`src/rtl/bloco_pipe.sv`:
```
// bloco_pipe: two-stage register-file / ALU / ZCSO-flags datapath.
// Stage 0 reads operands (with forwarding from the committing instruction),
// stage 1 holds one instruction, executes it combinationally and commits
// writeback plus flags on the output handshake.
module bloco_pipe #(
    parameter int bits_palavra = 16,
    parameter int n_registros = 16,
    localparam int end_registros = $clog2(n_registros)
) (
    input  logic                     clk,
    input  logic                     reset,
    input  logic                     in_valid,
    output logic                     in_ready,
    input  logic [4:0]               op,
    input  logic [end_registros-1:0] sel_d,
    input  logic [end_registros-1:0] sel_a,
    input  logic [end_registros-1:0] sel_b,
    input  logic [bits_palavra-1:0]  imm,
    input  logic                     flags_clr,
    output logic                     out_valid,
    input  logic                     out_ready,
    output logic [bits_palavra-1:0]  result,
    output logic [3:0]               flags_zcso
);

    localparam logic [4:0] OP_ADD = 5'h00;
    localparam logic [4:0] OP_SUB = 5'h01;
    localparam logic [4:0] OP_ADC = 5'h02;
    localparam logic [4:0] OP_AND = 5'h03;
    localparam logic [4:0] OP_OR  = 5'h04;
    localparam logic [4:0] OP_XOR = 5'h05;
    localparam logic [4:0] OP_NOT = 5'h06;
    localparam logic [4:0] OP_SHL = 5'h07;
    localparam logic [4:0] OP_SHR = 5'h08;
    localparam logic [4:0] OP_LDI = 5'h09;
    localparam logic [4:0] OP_CMP = 5'h0A;

    localparam int MSB = bits_palavra - 1;

    logic [bits_palavra-1:0]  rf [n_registros];
    logic [3:0]               flags_q;

    logic                     s1_valid;
    logic [4:0]               s1_op;
    logic [end_registros-1:0] s1_d;
    logic [bits_palavra-1:0]  s1_a;
    logic [bits_palavra-1:0]  s1_b;
    logic [bits_palavra-1:0]  s1_imm;

    logic [bits_palavra-1:0]  alu_res;
    logic [3:0]               alu_flags;
    logic                     alu_writes;
    logic [bits_palavra:0]    sum;
    logic                     carry_in;

    logic                     accept;
    logic                     commit;
    logic                     wr_en;
    logic [bits_palavra-1:0]  opnd_a;
    logic [bits_palavra-1:0]  opnd_b;

    assign in_ready   = !s1_valid || out_ready;
    assign accept     = in_valid && in_ready;
    assign commit     = s1_valid && out_ready;
    assign wr_en      = commit && alu_writes && (s1_d != '0);
    assign out_valid  = s1_valid;
    assign result     = alu_res;
    assign flags_zcso = flags_q;

    // R0 is never written, so its read is always zero; forwarding only
    // triggers on a real (non-R0) writeback happening this cycle.
    assign opnd_a = (wr_en && (s1_d == sel_a)) ? alu_res : rf[sel_a];
    assign opnd_b = (wr_en && (s1_d == sel_b)) ? alu_res : rf[sel_b];

    // ALU and next-flag computation from the stage-1 operands
    always_comb begin
        alu_res    = '0;
        alu_flags  = flags_q;
        alu_writes = 1'b1;
        sum        = '0;
        carry_in   = (s1_op == OP_ADC) ? flags_q[2] : 1'b0;
        unique case (s1_op)
            OP_ADD, OP_ADC: begin
                sum          = {1'b0, s1_a} + {1'b0, s1_b} + {{bits_palavra{1'b0}}, carry_in};
                alu_res      = sum[MSB:0];
                alu_flags[2] = sum[bits_palavra];
                alu_flags[0] = (s1_a[MSB] == s1_b[MSB]) && (alu_res[MSB] != s1_a[MSB]);
            end
            OP_SUB, OP_CMP: begin
                // the extra top bit of the widened difference is the borrow
                sum          = {1'b0, s1_a} - {1'b0, s1_b};
                alu_res      = sum[MSB:0];
                alu_flags[2] = sum[bits_palavra];
                alu_flags[0] = (s1_a[MSB] != s1_b[MSB]) && (alu_res[MSB] != s1_a[MSB]);
                alu_writes   = (s1_op == OP_SUB);
            end
            OP_AND, OP_OR, OP_XOR, OP_NOT: begin
                case (s1_op)
                    OP_AND:  alu_res = s1_a & s1_b;
                    OP_OR:   alu_res = s1_a | s1_b;
                    OP_XOR:  alu_res = s1_a ^ s1_b;
                    default: alu_res = ~s1_a;
                endcase
                alu_flags[2] = 1'b0;
                alu_flags[0] = 1'b0;
            end
            OP_SHL: begin
                alu_res      = {s1_a[MSB-1:0], 1'b0};
                alu_flags[2] = s1_a[MSB];
                alu_flags[0] = 1'b0;
            end
            OP_SHR: begin
                alu_res      = {1'b0, s1_a[MSB:1]};
                alu_flags[2] = s1_a[0];
                alu_flags[0] = 1'b0;
            end
            OP_LDI: begin
                alu_res = s1_imm;
            end
            default: begin
                alu_res    = '0;
                alu_writes = 1'b0;
            end
        endcase
        if (s1_op <= OP_CMP) begin
            alu_flags[3] = (alu_res == '0);
            alu_flags[1] = alu_res[MSB];
        end
    end

    // Stage-1 holding register: load on accept, empty on commit
    always_ff @(posedge clk or negedge reset) begin
        if (!reset) begin
            s1_valid <= 1'b0;
            s1_op    <= '0;
            s1_d     <= '0;
            s1_a     <= '0;
            s1_b     <= '0;
            s1_imm   <= '0;
        end else if (accept) begin
            s1_valid <= 1'b1;
            s1_op    <= op;
            s1_d     <= sel_d;
            s1_a     <= opnd_a;
            s1_b     <= opnd_b;
            s1_imm   <= imm;
        end else if (commit) begin
            s1_valid <= 1'b0;
        end
    end

    // Register file writeback on commit
    always_ff @(posedge clk or negedge reset) begin
        if (!reset) begin
            for (int i = 0; i < n_registros; i++) rf[i] <= '0;
        end else if (wr_en) begin
            rf[s1_d] <= alu_res;
        end
    end

    // Flag register: clear wins over a concurrent commit
    always_ff @(posedge clk or negedge reset) begin
        if (!reset) begin
            flags_q <= '0;
        end else if (flags_clr) begin
            flags_q <= '0;
        end else if (commit) begin
            flags_q <= alu_flags;
        end
    end

endmodule
```
`config.mk`:
```
export PLATFORM = sky130hd
export DESIGN_NAME = bloco_pipe
export DESIGN_NICKNAME = d
export VERILOG_FILES = /design/src/rtl/bloco_pipe.sv
export SDC_FILE = /design/constraint.sdc
export NUM_CORES = 1
export LEC_CHECK = 0
export CELL_PAD_IN_SITES_DETAIL_PLACEMENT = 0
export CELL_PAD_IN_SITES_GLOBAL_PLACEMENT = 2
export CORE_ASPECT_RATIO = 1.1
export CORE_MARGIN = 2
export CORE_UTILIZATION = 47
export CTS_BUF_LIST = sky130_fd_sc_hd__clkbuf_8
export CTS_CLUSTER_DIAMETER = 150
export DETAILED_ROUTE_END_ITERATION = 6
export PLACE_DENSITY_LB_ADDON = 0.15
export SYNTH_ARGS = -nofsm -noshare
export SYNTH_HDL_FRONTEND = slang
export SYNTH_SLANG_ARGS = --single-unit
```
`constraint.sdc`:
```
create_clock -name clk -period 13.9 [get_ports clk]
set_input_delay 1.39 -clock clk [delete_from_list [all_inputs] [get_ports clk]]
set_output_delay 1.39 -clock clk [all_outputs]
set_load 0.1 [all_outputs]
```
# == Yosys cells after proc, flatten, opt, wreduce, memory -nomap -nowiden ==
# Index checks and enable logic that the tools add are counted.
# totals
regBits,318
out_inout_bits,22
# op_classes
addsub,3
order_cmp,5
n_eq_ne,16
n_mux,23
n_bitwise,7
n_reduce_logical,27
# ops
operator,n
$bwmux 256,1
$bmux 16 s4,2
$mux 16,7
$pmux 16 s6,1
$demux 16 s4,1
$pmux 16 s3,1
$eq 5x3->1 const B,4
$add 16x16->17,1
$add 17x1->17,1
$sub 16x16->17,1
$and 16x16->16,1
$logic_not 16->1,1
$not 16->16,1
$or 16x16->16,1
$xor 16x16->16,1
$eq 5x4->1 const B,3
$ge 5x5->1 const B,3
$not 4->5,3
$eq 5x2->1 const B,2
$logic_and 1x1->1,9
$reduce_or 9->1,1
$eq 4x4->1,2
$mux 4,2
$reduce_bool 4->1,2
18 further kinds,29

# == Longest topological paths before layout ==
# depth
ltp_word,8
mapped_depth,17

# == Worst setup path before layout ==
# OpenSTA, ideal clock, no wires.
# synth_timing
kind,register to output
start,reg s1_op[3]
end,out result[14]
arrival_time_ns,4.563
required_ns,12.510
path_slack_ns,7.947
stages_incl_launch_ff,17
path_cell_list,dfrtp_1 buf_2 or2_2 nor3_1 clkbuf_1 nand3_1 fa_1 fa_1 nand2b_1 a211oi_1 o21ai_0 and2_1 o21ai_0 nand2b_1 a32oi_2 clkbuf_1 inv_1
# synth_via
elab_chain_cells,4
# synth_rtl
item,line_no,source
start: declaration,44,logic [4:0] s1_op;
start signal: assignment,142,s1_op <= op;
$eq 5x2->1,"81, 82",
$mux 1,81,carry_in = (s1_op == OP_ADC) ? flags_q[2] : 1'b0;
$add 17x1->17,84,"sum = {1'b0, s1_a} + {1'b0, s1_b} + {{bits_palavra{1'b0}}, carry_in};"
$pmux 16 s6 (*),82,unique case (s1_op)
end: declaration,22,"output logic [bits_palavra-1:0] result,"
# Mark *: on every way between the ends. The rest lies on a longest branch, timed or not.

# == Worst setup path in the final report ==
# layout_timing
start,reg s1_op[3]
end,out result[8]
# Same word-level chain as after synthesis.

==> summary.md <==
| Metric | Value |
|---|---|
| Clock power frac | between 20% and 30% |
| Share of cells above drive strength 1 | about 21% |
| Comb power frac | around 41% |
| Cells after Synth | 1705 |
| Non-filler cells in the finished layout | 2242 |
| Final core utilization | a little over half |
| PwrDens | roughly 180 nW/µm² |
| Max-slew headroom | ~16% |
| Max Buffers Root-to-Sink | 3 |
| Status | finished clean |
| Core area | a little under 40000 µm² |
| Area Growth Syn to Fin | 10.6% |
| Post-synthesis sequential area ratio | around 43% |
| Yosys top cell area share | 42.6% |
| Clk Latency, worst-skew pair | 0.64 ns |
| Fillers | about 3500 |
| Initial core utilization | between 40% and 50% |
| Placed insts | ~2100 |
| Kind of critical path | reg -> out |
| Clk root buf | clkbuf_8 |
| Num CTS Buffers | 54 |
| H-tree Lvls | 2 |
| Ant. Diodes | 0 |
| CP max FO | 17 |
| Largest net degree at the start of global routing | around 170 |
| # hold bufs at CTS | 0 |
| Post-route cell area | 20600 µm² |
| Yosys warns | 0 |
| DR vias | roughly 14000 |
| Post-synth EDFFs | 0 |
| CTS Sinks | approximately 320 |
| Least-Margin Pin Slew | roughly 1.3 ns |
| Ratio of final minimum period to clock period | 51.5% |
| LEAKAGE | around 8.7 nW |
| Final GP Congestion | around 0.93 |
| DPL Wire Length | 35600 µm |
| Critical path launch point type | flip-flop |
| Fin nets | about 1800 |
| Tmin final | 7.15 ns |
| Synth Register Bits | between 300 and 400 |
| NetSw | approximately 1.5 mW |
| Worst EP arrival | 5.76 ns |
| Min-Delay Path Class | reg -> reg |
| Initial antenna violation count | 1 |
| Io pins | 60 |
| Max frequency | 140 MHz |
| Syn Area/Cell | approximately 11 µm² |
| Max Slew Vio Count | 0 |
| Clk slew on worst S/H paths | ~0.060 ns |
| Max_cap viols | 0 |
| Vias in the first global route | around 14000 |
| Die area | 41300 µm² |
| I/O Buffers | a little under 60 |
| Synth area leader | dfrtp_1 |
| First-pass GRT wire length | approximately 87000 µm |
| Routed vias/inst | between 6 and 7 |
| Post-Syn Area | ~19000 µm² |
| Cell area after placement | between 15000 and 20000 µm² |
| Clock Skews | approximately 0.020 ns |
| All-Layer GR Usage | 28.0% |
| Count of different cell masters after synthesis | a little over 80 |
| Post-synth top flop | dfrtp_1 |
| Flop pwr share | 36.0% |
| Setup-failing EPs final | 0 |
| RSZ-0062 raised after global routing | no |
| Worst VDD drop | about 0.00018 V |
| 1st-iter DRT viols | approximately 1000 |
| Drt wl/cell | around 25 µm |
| Die W | roughly 190 µm |
| Mapped Nets | 1794 |
| FP Rows | between 70 and 80 |
| Critical Path End Type | output pin |
| Gr ovfl total | 0 |
| FFs w/ async S/R, synth | 100% |
| Vert. Die Dim | ~210 µm |
| CTS tree | done |
| Power Total | ~3.7 mW |
| Post-Route WL | ~57000 µm |
| Worst-case setup slack after placement | approximately 7.5 ns |
| TNS Setup | 0 ns |
| Pre-antenna DRT Iters | 7 |
| Synth top area cells | dfrtp_1 43%, mux4_2 19%, o21ai_0 5.4% |
| Net Sw Frac | around 41% |
| Hold WS | approximately 0.4 ns |
| DRC Markers | 0 |
| Post-route ant nets | 0 |
| Pint | roughly 2.2 mW |
| Top-count cell post-synth | dfrtp_1 |
| Post-CTS setup buffer count | 0 |
| Ranking of synthesized cells by instance count | 318 x dfrtp_1, 217 x nand2_1, 200 x o21ai_0 |
| Post_cts resized | 0 |
| Hold Vio Cnt, Final | 0 |
| Critical path required time | between 10 and 15 ns |
| Worst setup margin | ~6.7 ns |
## flip-flops by register name, summed over array words and instances, names as in the netlist
name	cells
s1_d	4
out_valid	1
s1_op	5
s1_a	16
s1_imm	16
s1_b	16
rf	256
flags_zcso	4
## power groups by stage
stage | combinational, mW | clock [mW] | sequential, mW
2_1_floorplan | 1.13 | 0 | 1.29
3_3_place_gp | 1.52 | 0 | 1.33
3_5_place_dp | 1.53 | 0 | 1.35
4_1_cts | 1.53 | 0.874 | 1.33
5_1_grt | 1.65 | 0.915 | 1.37
6_report | 1.53 | 0.849 | 1.34
## kinds of logic (layout without fill, tap and decap cells)
group	count (synthesis)	after routing	share of synthesized area (%)
AOI/OAI and AO/OA	423	423	13.8
xor gates and xnor gates	14	14	0.657
adders and majority gates	51	51	3.54
buffers and inverters	231	261	4.90
DFF	318	318	42.6
muxes	245	245	24.3
and+or+nand+nor	423	423	10.2
## metal layers
metal	wire, µm	track usage (%)	part of all wire, %
met5	0	0	0
met4	1630	9.17	2.9
met3	2980	4.66	5.2
met2	29100	49.1	51
met1	23200	35.4	41
## cell usage in the layout, fill, tap and decap left out, types with 20 or more instances in the layout
cell / synthesis / final
clkdlybuf4s50_1: 0 / 51
clkbuf_8: 0 / 67
mux2_2: 61 / 61
nor2_1: 95 / 92
dfrtp_1: 318 / 318
mux2i_1: 24 / 24
a21oi_1: 98 / 97
nand3_1: 20 / 20
mux4_2: 160 / 160
ha_1: 48 / 48
nand2_1: 217 / 216
o21ai_0: 200 / 200
inv_1: 65 / 88
buf_4: 4 / 40
## critical path: stages, from the launching register on
cell             delay, ns
dfrtp_1               0.48
or2_2                 0.40
nor3_2                0.12
buf_4                 0.27
nand3_1               0.13
fa_1                  0.45
fa_1                  0.41
nor2b_1               0.25
o2111ai_1             0.20
nand3_1               0.13
o211ai_1              0.11
a221oi_1              0.32
o21a_1                0.64
inv_1                 0.18
clkdlybuf4s50_1       1.01
## path summary, 6_finish.rpt
| path | from | end | slack (ns) | cells past startpoint |
|---|---|---|---|---|
| worst max register to register | s1_op[3] | flags_zcso[3] | 8.23 | 16 |
| max in group asynchronous | reset | s1_a[8] | 11.06 | 3 |
| worst max-delay path | s1_op[3] | result[8] | 6.75 | 14 |
| worst min-delay path | rf[241] | rf[241] | 0.39 | 0 |
| min in group asynchronous | reset | rf[254] | 0.74 | 1 |
| worst min register to register | rf[241] | rf[241] | 0.39 | 0 |
## cell type report
| class | count | area, µm² | share of cell area (%) |
|---|---|---|---|
| clock buffers | 67 | 922 | 4.47 |
| clock inverters | 30 | 154 | 0.746 |
| inverters | 66 | 248 | 1.20 |
| multi-input cells | 1156 | 9860 | 47.7 |
| flip-flops and latches | 318 | 7960 | 38.6 |
| well taps | 507 | 634 | 3.07 |
| repair buffers | 98 | 871 | 4.22 |
(Power assumes the default switching activity.)
==> variant 1: new RTL, config.mk and constraints unchanged <==
Make the reset (`reset`) synchronous in 3 clocked blocks.
--- a/src/rtl/bloco_pipe.sv
+++ b/src/rtl/bloco_pipe.sv
@@ -131,3 +131,3 @@
     // Stage-1 holding register: load on accept, empty on commit
-    always_ff @(posedge clk or negedge reset) begin
+    always_ff @(posedge clk) begin
         if (!reset) begin
@@ -152,3 +152,3 @@
     // Register file writeback on commit
-    always_ff @(posedge clk or negedge reset) begin
+    always_ff @(posedge clk) begin
         if (!reset) begin
@@ -161,3 +161,3 @@
     // Flag register: clear wins over a concurrent commit
-    always_ff @(posedge clk or negedge reset) begin
+    always_ff @(posedge clk) begin
         if (!reset) begin
Formal check against the unedited RTL: not equivalent (Yosys sat finds a counterexample within 4 cycles, from zero or initial values and one cycle with reset low; the reset may be asserted at any time).
==> variant 1 against the original RTL <==
- synthesized area decreased by 0.15%
- worst setup slack improved by 0.19 ns
- design area increased by 0.96%
- wire length increased by 4.7%
- critical path depth shrank 2
- register-to-register slack gained 0.66 ns
- sequential cell count unchanged
- critical path type unchanged
- highest routed layer unchanged
Power is not compared: it rests on default switching activity, and its combinational part moved more than twofold at a synthesized area within 25%.
==> variant 1: results (changes against the original RTL) <==
| Metric | Value |
|---|---|
| Yosys cell types | `90 (+8.4%)` |
| Initial antenna violation count | `0 (-1)` |
| Maximum vdd drop | `approximately 0.00010 V` |
| Layout Nets | `1720 (-3.5%)` |
| Clock insertion delay at the later pin of the skew report | `0.66 ns (+0.02 ns)` |
| LEAKAGE | `between 7 and 8 nW` |
| Clk root buf | `clkbuf_8` |
| Global-route wire length before repair | `88.6 mm (+2.3%)` |
| Top-count cell post-synth | `nor2_1` |
| R2R cell count | `14 (-2)` |
| Max reg flops | `256 (unchanged)` |
| Worst hold path depth | `2 (+2)` |
| Yosys warnings | `0 (unchanged)` |
| Top post-synthesis cells by area | `edfxtp_1 41%, mux4_2 19%, dfxtp_1 6.7%` |
| Worst r2r dst | `flags_zcso[3]$_SDFFE_PP0P_` |
| Flop2flop setup slack | `8.89 ns (+0.66 ns)` |
| Number of global-route vias before repair | `13700 (-1.0%)` |
| GP Congestion | `0.881 (-5.3%)` |
| Maximum fanout along the worst path | `24 (+7)` |
| Worst path max stage delay | `1.07 ns (+0.06 ns)` |
| Sequential area share after synthesis | `47.9% (+5.3 points)` |
| Syn Area/Cell | `11.6 um^2 (+6.2%)` |
| Setup Skew | `0.0174 ns (-0.00238 ns)` |
| Dpl cells | `2081 (-3.0%)` |
| GRT Overall Usage | `29.2% (+1.3 points)` |
| Vias per cell | `6.33 (+3.6%)` |
| Main synth FF type | `edfxtp_1` |
| Reg2reg start | `s1_op[0]$_SDFFE_PN0P_` |
| Worst path slowest cell | `a211oi_2` |
| CTS Buf Count | `55 (+1.9%)` |
| Asr flop ratio synth | `0% (-100 points)` |
| HP Class | `reg -> reg` |
| DR iter-0 viols | `1695 (+70%)` |
| Post-synth EDFFs | `256 (+256)` |
| Wire per inst | `27.3 um (+7.5%)` |
| Relative slew slack | `13.5% (-2.1 points)` |
| Crit path DAT | `5.57 ns (-0.19 ns)` |
| Share of cells above drive strength 1 | `18.9% (-2.6 points)` |
| Outcome | `complete, no violations` |
| DPL Wire Length | `37.9 mm (+6.5%)` |
| DP Area | `19700 um^2 (+0.44%)` |
| Top reg by flops | `rf` |
| Crit path capture | `result[9]` |
| Layout fillers | `3496 (+0.37%)` |
| Largest net degree at the start of global routing | `74 (-55%)` |
| Final std cells w/o fill | `2183 (-2.6%)` |
| Crit path from | `s1_op[0]$_SDFFE_PN0P_` |
| Synth top cells by count | `318 x nor2_1, 256 x edfxtp_1, 160 x mux4_2` |
-- variant 1: changes by cell type in the layout (fill, tap and decap cells not counted), sizes merged, moves of 60 or more --
cell / delta
nand2: -96
dfxtp: +62
edfxtp: +256
o21ai: -155
dfrtp: -318
mux2: -60
nor2: +225
-- variant 1: kinds of logic (layout without fill, tap and decap cells) --
| group | after synthesis | in the layout | synth area share [%] |
|---|---|---|---|
| adder cells (fa/ha/maj) | 51 | 51 | 3.54 |
| multiplexers | 163 | 163 | 19.5 |
| flip-flops | 318 | 318 | 47.9 |
| AO/OA/AOI/OAI | 289 | 289 | 11.0 |
| AND/OR/NAND/NOR | 555 | 555 | 12.9 |
| XOR/XNOR | 11 | 11 | 0.517 |
| buffers and inverters | 215 | 273 | 4.61 |
| other | 1 | 16 | 0.0201 |
-- variant 1: critical path: cells and delay by family, from the launching register on --
| kind | cells | cell delay, ns |
|---|---|---|
| flip-flops | 1 | 0.55 |
| adder cells (fa/ha/maj) | 1 | 0.42 |
| AO/OA/AOI/OAI | 5 | 1.81 |
| AND/OR/NAND/NOR | 4 | 0.82 |
| buffers and inverters | 2 | 1.30 |
-- variant 1: area by class of cell --
class / instances / share of cell area, %
Clock inverter: 43 / 1.81
Multi-Input combinational cell: 1085 / 42.8
Tap cell: 507 / 3.04
Sequential cell: 318 / 42.8
Timing Repair Buffer: 103 / 4.35
Inverter: 68 / 1.22
Clock buffer: 59 / 3.90
-- variant 1: worst min path at each step --
stage	startpoint	to	slack, ns
after floorplan	s1_imm[3]$_SDFFE_PN0P_	s1_imm[3]$_SDFFE_PN0P_	0.44
after global placement	s1_imm[9]$_SDFFE_PN0P_	s1_imm[9]$_SDFFE_PN0P_	0.45
after detailed placement	s1_imm[10]$_SDFFE_PN0P_	s1_imm[10]$_SDFFE_PN0P_	0.45
after CTS	s1_imm[13]$_SDFFE_PN0P_	s1_imm[13]$_SDFFE_PN0P_	0.47
after global routing	s1_imm[12]$_SDFFE_PN0P_	s1_imm[12]$_SDFFE_PN0P_	0.48
final	s1_imm[13]$_SDFFE_PN0P_	s1_imm[13]$_SDFFE_PN0P_	0.46
-- variant 1: power by group --
group          internal, W  switching, W
Sequential         0.00107     0.0000338
Clock             0.000524      0.000411
Combinational     0.000199      0.000410
Total              0.00179      0.000854
-- variant 1: through the flow --
step / setup slack (ns) / util (%)
after floorplan: 8.37 / -
after global placement: 7.70 / 50.2
after detailed placement: 7.60 / 50.2
after CTS: 6.86 / 53.2
after global routing: 6.49 / 53.2
final: 6.94 / 53.2
-- variant 1: routing by layer --
metal	part of all wire, %	global-route usage, %
met1	39	39.0
met2	47	47.1
met3	9.4	5.31
met4	4.5	13.2
met5	0	0
==> variant 2: new RTL, config.mk and constraints unchanged <==
Without the edit above. Change the parameter `n_registros` from 16 to 32.
--- a/src/rtl/bloco_pipe.sv
+++ b/src/rtl/bloco_pipe.sv
@@ -6,3 +6,3 @@
     parameter int bits_palavra = 16,
-    parameter int n_registros = 16,
+    parameter int n_registros = 32,
     localparam int end_registros = $clog2(n_registros)
Interface: changed (resized sel_a, sel_b and sel_d); port bits go from 60 to 63. No check against the original RTL was run, so the function may have changed too.
==> variant 2 against the original RTL <==
- fmax decreased by 8.8%
- critical path type unchanged
- wire length increased by 88%
- power increased by 15%
- count of clock-buffer cells in the layout increased by 60
- design area increased by 71%
- worst setup slack got worse by 0.69 ns
- critical endpoint is now result[14]
- sequential cell count increased by 257
- synthesized area increased by 72%
==> variant 2: results (changes against the original RTL) <==
| Metric | Value |
|---|---|
| Outcome | `complete, no violations` |
| CP top delay family | `compound AO/OA/AOI/OAI gates` |
| DR iter-0 viols | `1872 (+88%)` |
| Global-route wire length before repair | `161 mm (+86%)` |
| DPL Wire Length | `64.2 mm (+80%)` |
| Seq pwr share | `43.5% (+7.5 points)` |
| Buffers on Ports | `62 (+5.1%)` |
| Synth top cells by count | `598 x nand2_1, 575 x dfrtp_1, 498 x o21ai_0` |
| Top post-synthesis cells by area | `dfrtp_1 45%, mux4_2 22%, o21ai_0 7.8%` |
| H-tree depth | `3 (+1)` |
| Max reg flops | `512 (+100%)` |
| Flop2flop setup slack | `8.45 ns (+0.22 ns)` |
| Net load switching power | `0.00136 W (-12%)` |
| Grt total ovfl | `0 (unchanged)` |
| Longest Clk Path Bufs | `3 (unchanged)` |
| Layout fillers | `6005 (+72%)` |
| Initial antenna violation count | `3 (+2)` |
| GRT Overall Usage | `31.3% (+3.3 points)` |
| Asr flop ratio synth | `100% (unchanged)` |
| Yosys cell types | `89 (+7.2%)` |
| Clock-pin slew on the worst setup and hold paths | `0.06 ns (about the same)` |
| Worst path max stage delay | `1.06 ns (+0.05 ns)` |
| Sequential area share after synthesis | `44.9% (+2.2 points)` |
| Worst path slowest cell | `clkdlybuf4s50_1` |
| Yosys warnings | `0 (unchanged)` |
| Crit path DAT | `6.46 ns (+0.70 ns)` |
| Clock insertion delay at the later pin of the skew report | `0.74 ns (+0.10 ns)` |
| HP Class | `reg -> reg` |
| Layout Nets | `2950 (+65%)` |
| GP Congestion | `0.898 (-3.5%)` |
| Routed wire length | `107 mm (+88%)` |
| Share of cells above drive strength 1 | `21.0% (-0.49 points)` |
| Setup Skew | `0.0415 ns (+0.0217 ns)` |
| Largest net degree at the start of global routing | `91 (-45%)` |
| Number of global-route vias before repair | `24700 (+78%)` |
| Maximum vdd drop | `0.0000905 V (-49%)` |
| Clk root buf | `clkbuf_8` |
| Maximum fanout along the worst path | `34 (+17)` |
| CTS Buf Count | `101 (+87%)` |
| Worst Tran Pin Value | `1.22 ns (-0.0369 ns)` |
| Top reg by flops | `rf` |
| CTS resizes | `0 (unchanged)` |
| Main synth FF type | `dfrtp_1` |
| Clk pwr share | `38.0% (+15 points)` |
| Vias per cell | `6.23 (+2.0%)` |
| LEAKAGE | `14.9 nW (+71%)` |
| Setup bufs post-CTS | `0 (unchanged)` |
| Drt first pass iters | `5 (-2)` |
## variant 2: cell count changes after synthesis, sizes merged, moves of 7 or more
| cell | delta |
|---|---|
| a21oi | -23 |
| clkbuf | +118 |
| o21ai | +301 |
| mux2 | -21 |
| nor2 | +13 |
| nor3 | +8 |
| and2 | +8 |
| mux4 | +160 |
| nand2 | +381 |
| dfrtp | +257 |
| mux2i | +7 |
| buf | +8 |
## variant 2: path summary, 6_finish.rpt
kind	from	endpoint	depth (start not counted)
setup / recovery	s1_op[1]$_DFFE_PN0P_	result[14]	13
hold / removal	rf[510]$_DFFE_PN0P_	rf[510]$_DFFE_PN0P_	0
setup reg to reg	s1_op[1]$_DFFE_PN0P_	flags_zcso[3]$_DFFE_PN0P_	13
hold reg to reg	rf[510]$_DFFE_PN0P_	rf[510]$_DFFE_PN0P_	0
max in group asynchronous	reset	rf[108]$_DFFE_PN0P_	3
min in group asynchronous	reset	rf[61]$_DFFE_PN0P_	1
## variant 2: cells by family (layout without fill, tap and decap cells)
| kind of cell | count (synthesis) | in the layout | synth area share, % |
|---|---|---|---|
| other | 0 | 2 | 0 |
| adders and majority gates | 51 | 51 | 2.06 |
| buffers and inverters | 356 | 362 | 4.30 |
| DFF | 575 | 575 | 44.9 |
| muxes | 391 | 391 | 24.8 |
| xor gates and xnor gates | 15 | 15 | 0.410 |
| and+or+nand+nor | 837 | 837 | 10.9 |
| AOI/OAI and AO/OA | 706 | 706 | 12.6 |
## variant 2: area by class of cell
cell class,count,share of cell area [%]
Sequential cell,575,40.8
Inverter,65,0.692
Multi-Input combinational cell,2000,46.6
Antenna cell,2,0.0142
Clock buffer,127,4.96
Timing Repair Buffer,115,2.88
Tap cell,867,3.08
Clock inverter,55,0.937
## variant 2: routing by layer
| layer | vias to the layer above | track usage, % | wire length, um |
|---|---|---|---|
| met5 | - | 0 | 0 |
| met4 | 0 | 10.9 | 3310 |
| met3 | 187 | 5.18 | 6930 |
| met2 | 798 | 50.7 | 51600 |
| met1 | 12300 | 43.0 | 45000 |
| li1 | 10500 | - | - |
## variant 2: per-stage QoR
| stage | power (W) | hold slack [ns] | instances | cell area [um^2] | worst slack [ns] |
|---|---|---|---|---|---|
| finish | 0.00426 | 0.398 | 3806 | 35200 | 6.05 |
| global placement | 0.00265 | 0.376 | 3622 | 33200 | 6.83 |
| floorplan | 0.00239 | 0.441 | 2931 | 32100 | 8.62 |
| detailed placement | 0.00267 | 0.384 | 3622 | 33200 | 6.82 |
| global route | 0.00445 | 0.411 | 3805 | 35200 | 5.74 |
| CTS | 0.00429 | 0.397 | 3804 | 35200 | 6.01 |
